[src/rtl/wb_port_arbiter.sv]
// Shares the GPR write port between the in-order writeback stage and out-of-band
// multicycle results, which wait in a small FIFO and drain into idle writeback slots.
module wb_port_arbiter #(
    parameter int DEPTH      = 2,
    parameter int STARVE_MAX = 4
) (
    input  logic        clk,
    input  logic        rst_n,
    input  logic        pipe_regWr,
    input  logic [4:0]  pipe_rd,
    input  logic [31:0] pipe_data,
    input  logic        mc_valid,
    input  logic [4:0]  mc_rd,
    input  logic [31:0] mc_data,
    output logic        mc_ready,
    input  logic [4:0]  chk_rd,
    output logic        chk_hit,
    output logic        wr_en,
    output logic [4:0]  wr_addr,
    output logic [31:0] wr_data,
    output logic        pipe_stall,
    output logic        busy
);

    localparam int AW = $clog2(DEPTH);
    localparam int SW = $clog2(STARVE_MAX + 1);
    localparam logic [SW-1:0] STARVE_LIM = SW'(STARVE_MAX);

    logic [4:0]    fifoRd   [DEPTH];
    logic [31:0]   fifoData [DEPTH];
    logic [AW:0]   wrPtr;
    logic [AW:0]   rdPtr;
    logic [AW:0]   occupancy;
    logic [SW-1:0] starveCnt;

    logic          fifoEmpty;
    logic          fifoFull;
    logic          preq;
    logic          forceDrain;
    logic          grantPipe;
    logic          grantFifo;
    logic          enq;
    logic          fifoHit;
    logic [AW-1:0] offset;

    // Handshake: a multicycle transfer happens on any cycle where mc_valid && mc_ready;
    // mc_ready reflects current occupancy only (never the same-cycle dequeue), and a
    // transfer with mc_rd == 0 is consumed without being stored.
    assign fifoEmpty = (wrPtr == rdPtr);
    assign fifoFull  = (wrPtr[AW] != rdPtr[AW]) && (wrPtr[AW-1:0] == rdPtr[AW-1:0]);
    assign occupancy = wrPtr - rdPtr;
    assign mc_ready  = !fifoFull;
    assign busy      = !fifoEmpty;
    assign enq       = mc_valid && mc_ready && (mc_rd != 5'd0);

    assign preq       = pipe_regWr && (pipe_rd != 5'd0);
    assign forceDrain = (starveCnt == STARVE_LIM) && !fifoEmpty;
    assign grantFifo  = !fifoEmpty && (forceDrain || !preq);
    assign grantPipe  = preq && !forceDrain;
    assign pipe_stall = preq && !grantPipe;

    // Only entries between the read and write pointers count as pending.
    always_comb begin
        fifoHit = 1'b0;
        offset  = '0;
        for (int i = 0; i < DEPTH; i++) begin
            offset = AW'(i) - rdPtr[AW-1:0];
            if (({1'b0, offset} < occupancy) && (fifoRd[i] == chk_rd)) begin
                fifoHit = 1'b1;
            end
        end
    end

    assign chk_hit = (chk_rd != 5'd0) && (fifoHit || (wr_en && (wr_addr == chk_rd)));

    always_ff @(posedge clk) begin
        if (enq) begin
            fifoRd[wrPtr[AW-1:0]]   <= mc_rd;
            fifoData[wrPtr[AW-1:0]] <= mc_data;
        end
    end

    always_ff @(posedge clk or negedge rst_n) begin
        if (!rst_n) begin
            wrPtr     <= '0;
            rdPtr     <= '0;
            starveCnt <= '0;
            wr_en     <= 1'b0;
            wr_addr   <= 5'd0;
            wr_data   <= 32'd0;
        end else begin
            if (enq) begin
                wrPtr <= wrPtr + 1'b1;
            end
            if (grantFifo) begin
                rdPtr <= rdPtr + 1'b1;
            end

            if (fifoEmpty || grantFifo) begin
                starveCnt <= '0;
            end else if (starveCnt != STARVE_LIM) begin
                starveCnt <= starveCnt + 1'b1;
            end

            // Address/data hold their last value on idle cycles; only wr_en drops.
            wr_en <= grantPipe || grantFifo;
            if (grantPipe) begin
                wr_addr <= pipe_rd;
                wr_data <= pipe_data;
            end else if (grantFifo) begin
                wr_addr <= fifoRd[rdPtr[AW-1:0]];
                wr_data <= fifoData[rdPtr[AW-1:0]];
            end
        end
    end

endmodule

[config.mk]
export PLATFORM = sky130hd
export DESIGN_NAME = wb_port_arbiter
export DESIGN_NICKNAME = d
export VERILOG_FILES = /design/src/rtl/wb_port_arbiter.sv
export SDC_FILE = /design/constraint.sdc
export NUM_CORES = 1
export LEC_CHECK = 0
export BUFFER_PORTS_ARGS = -buffer_cell sky130_fd_sc_hd__buf_2
export CORE_ASPECT_RATIO = 1.1
export CORE_MARGIN = 8
export CORE_UTILIZATION = 48
export CTS_CLUSTER_SIZE = 10
export DETAILED_ROUTE_END_ITERATION = 8
export MAX_ROUTING_LAYER = met4
export PLACE_DENSITY = 0.76
export SLEW_MARGIN = 10
export SYNTH_ARGS = -nofsm -noshare
export SYNTH_HDL_FRONTEND = slang
export SYNTH_SLANG_ARGS = --single-unit
export TNS_END_PERCENT = 10
[constraint.sdc]
create_clock -name clk -period 3.1 [get_ports clk]
set_input_delay 0.155 -clock clk [delete_from_list [all_inputs] [get_ports clk]]
set_output_delay 0.155 -clock clk [all_outputs]
set_load 0.02 [all_outputs]
==> flow_metrics.py <==
metrics = {
    "cells_and_area": {
        "synthToLayoutAreaGrowth_pct": 40.2,
        "num_antenna_cells": 0,
        "num-nets-final": 605,
        "drive_above_1_share": 0.325,
        "fill_cells": 679,
        "fin_util": 0.677,
    },
    "placement": {
        "dp_hpwl_um": 7640,
        "port_buffers": 124,
        "gp_congestion": 0.728,
    },
    "clocking": {
        "cts_tree": "built",
        "clk_path_buf_depth": 2,
        "htree_num_levels": 4,
        "insertion_delay_ns": 0.40,
        "numCtsBuffers": 17,
        "clockRootBuffer": "clkbuf_16",
        "cts_sinks": 119,
        "cts.clk_slew.worst_paths_ns": 0.05,
    },
    "run_status": {
        "status": "completed",
    },
    "drt": {
        "vias_per_cell": 5.44,
        "wirelength_um": 12600,
        "dr_total_vias": 3548,
        "routedWlPerCell_um": 19.4,
        "dr.pass1.iters": 4,
        "drt_iter0_drc": 203,
        "drc": 0,
        "detail-route-antenna-nets": 0,
    },
    "power_and_ir_drop": {
        "ir_worst_vdd_v": 0.000617,
        "power_leakage_nw": 2.90,
        "p_per_area_nw_per_um2": 1030,
    },
    "yosys": {
        "yosys_warnings": 0,
        "synth_cells": 319,
        "synthTopCellsByArea": "edfxtp_1 45%, dfrtp_1 23%, mux2i_1 7.5%, a221o_1 6.5%, nor3_1 3.4%",
        "yosysTopAreaCellShare": 0.451,
        "avgSynthCellArea_um2": 15.4,
        "synth-seq-cells": 119,
        "syn_nets": 407,
        "seq_area_frac_synth": 0.680,
        "synth_cell_type_count": 36,
        "syn_area_um2": 4930,
        "yosys.area.top_type": "edfxtp_1",
    },
    "sta": {
        "fin_crit_ns": 2.53,
        "drv_slew": 0,
        "finalHoldViolCount": 0,
        "max_freq_mhz": 395,
        "tightest_slew_ns": 1.04,
        "skew_ns": 0.00673,
        "tns_ns": 0,
        "slew_headroom": 0.309,
        "timing.final.crit_share": 0.816,
        "rsz0062_at_grt": "false",
        "setup_viol": 0,
    },
    "grt": {
        "grt_usage": 0.197,
        "grt_pass1_wl_um": 20000,
        "grt_pass1_vias": 3923,
        "grt_max_degree": 46,
        "grt.overflow.total": 0,
        "antenna_found_initial": 0,
    },
    "floorplanning": {
        "start_util": 0.483,
        "rows": 39,
        "dieArea_um2": 13800,
        "dieWidth_um": 113,
        "die_h_um": 122,
        "io_pins": 125,
        "core_area_um2": 10200,
    },
    "setup_path": {
        "endpoint_kind": "output pin",
        "critPathMaxFanout": 39,
        "path_buf_inv": 3,
        "path_class": "flop to output pin",
        "worst_path_most_repeated_cell": "nor2_1",
        "start_kind": "flop",
        "cp.required_ns": 2.94,
        "cp_slowest_stage_delay_ns": 0.56,
        "arrival_ns": 2.38,
        "crit_chain": "buf_4, inv_1, ha_1, nor2_1, nor2_1, a32oi_1, a21oi_1, buf_2",
        "path_delay_family": "buffers and inverters",
        "crit_slowest_cell": "buf_4",
    },
    "min_path": {
        "hp-class": "primary input to flop",
    },
    "job": {
        "cap_violations": 0,
    },
}
cells in the mapped netlist:
library cell	number
clkbuf_1	8
a32o_1	5
inv_2	1
ha_1	5
a21boi_1	1
nor4_1	2
a21bo_2	2
inv_1	8
or2_0	1
edfxtp_1	74
nand2_1	3
o21ai_2	1
a32oi_1	1
o211ai_1	1
a21boi_0	1
o2111a_1	1
nor3_4	1
nor3_1	33
xor2_1	13
or4_1	2
nand3_1	1
dfrtp_1	45
o21bai_1	5
a21oi_1	2
and2_4	1
buf_2	6
nor2_4	1
or3_1	1
a221o_1	32
mux2i_1	37
clkinv_4	1
xnor2_1	8
nor4_2	1
nor2_1	7
nand4_1	1
buf_6	6
worst paths after layout:
check / slack [ns] / depth (start not counted) / from / end
worst min-delay path: 0.03 / 2 / pipe_data[0] / wr_data[0]$_DFFE_PN0P_
min in group asynchronous: 0.48 / 2 / rst_n / wr_data[6]$_DFFE_PN0P_
worst max-delay path: 0.57 / 8 / rdPtr[0]$_DFFE_PN0P_ / chk_hit
worst max register to register: 0.63 / 6 / wrPtr[0]$_DFFE_PN0P_ / wr_data[13]$_DFFE_PN0P_
worst min register to register: 0.47 / 1 / starveCnt[0]$_DFFE_PN0P_ / starveCnt[0]$_DFFE_PN0P_
max in group asynchronous: 1.92 / 2 / rst_n / rdPtr[0]$_DFFE_PN0P_
cells by family after synthesis:
logic type / Yosys count / synth area share
adders and majority gates: 5 / 0.0127
buffers and inverters: 30 / 0.0345
AOI/OAI and AO/OA: 52 / 0.0993
xor gates and xnor gates: 21 / 0.0373
DFF: 119 / 0.680
muxes: 37 / 0.0752
and+or+nand+nor: 55 / 0.0615
timing repair:
action	CTS	global route
resized for setup	0	0
endpoints found under the hold margin	150	0
hold buffers	69	0
buffers inserted	0	0
placed cells by master, fill, tap and decap left out, types with 8 or more instances in the layout:
cell,count
buf_2,124
edfxtp_1,74
dlygate4sd3_1,69
dfrtp_1,44
mux2i_1,37
nor3_1,33
a221o_1,32
clkbuf_16,17
xor2_1,13
inv_1,8
xnor2_1,8
stage by stage:
step / setup slack, ns / cells / hold WS (ns) / area (um^2) / total power (W)
floorplan: 0.544 / 319 / -0.141 / 4930 / 0.00451
global placement: 0.884 / 552 / 0.345 / 5660 / 0.00514
detailed placement: 0.764 / 552 / 0.347 / 5660 / 0.00525
CTS: 0.536 / 652 / 0.0115 / 6910 / 0.00715
global route: 0.452 / 652 / 0.0251 / 6910 / 0.00751
finish: 0.569 / 652 / 0.0347 / 6910 / 0.00713
layout make-up:
type                       count  area [um^2]  share of cell area
clock inverter                 8         75.1              0.0109
timing repair buffer         199         1370               0.198
clock buffer                  23          478              0.0692
sequential                   119         3350               0.485
multi-input combinational    170         1440               0.208
inverter                      10         42.5             0.00616
tap                          123          154              0.0223
worst reg2reg max path, cell delays in order (launching register included):
cell and delay [ns]:
dfrtp_1 0.48, inv_1 0.09, ha_1 0.35, nand2_1 0.08, o21ai_2 0.24, a21boi_4 0.83
a221o_1 0.33
per-layer routing:
metal / vias to the layer above / GRT usage / wire (um)
li1: 1642 / - / -
met1: 1755 / 0.211 / 4970
met2: 123 / 0.332 / 6740
met3: 28 / 0.0433 / 546
met4: 0 / 0.116 / 365
met5: - / - / 0
flip-flops by register name (all words and copies together) (netlist names):
| signal | cells |
|---|---|
| fifoRd | 10 |
| wr_data | 32 |
| rdPtr | 2 |
| wr_en | 1 |
| fifoData | 64 |
| wrPtr | 2 |
| starveCnt | 3 |
| wr_addr | 5 |
power by group:
| part | total (W) | switching, W | internal (W) | leakage [nW] |
|---|---|---|---|---|
| combinational | 0.00269 | 0.00166 | 0.00103 | 1.42 |
| clock | 0.00181 | 0.000658 | 0.00115 | 0.261 |
| sequential | 0.00263 | 0.000286 | 0.00234 | 1.22 |
| total | 0.00713 | 0.00260 | 0.00452 | 2.90 |
(Power assumes the default switching activity.)
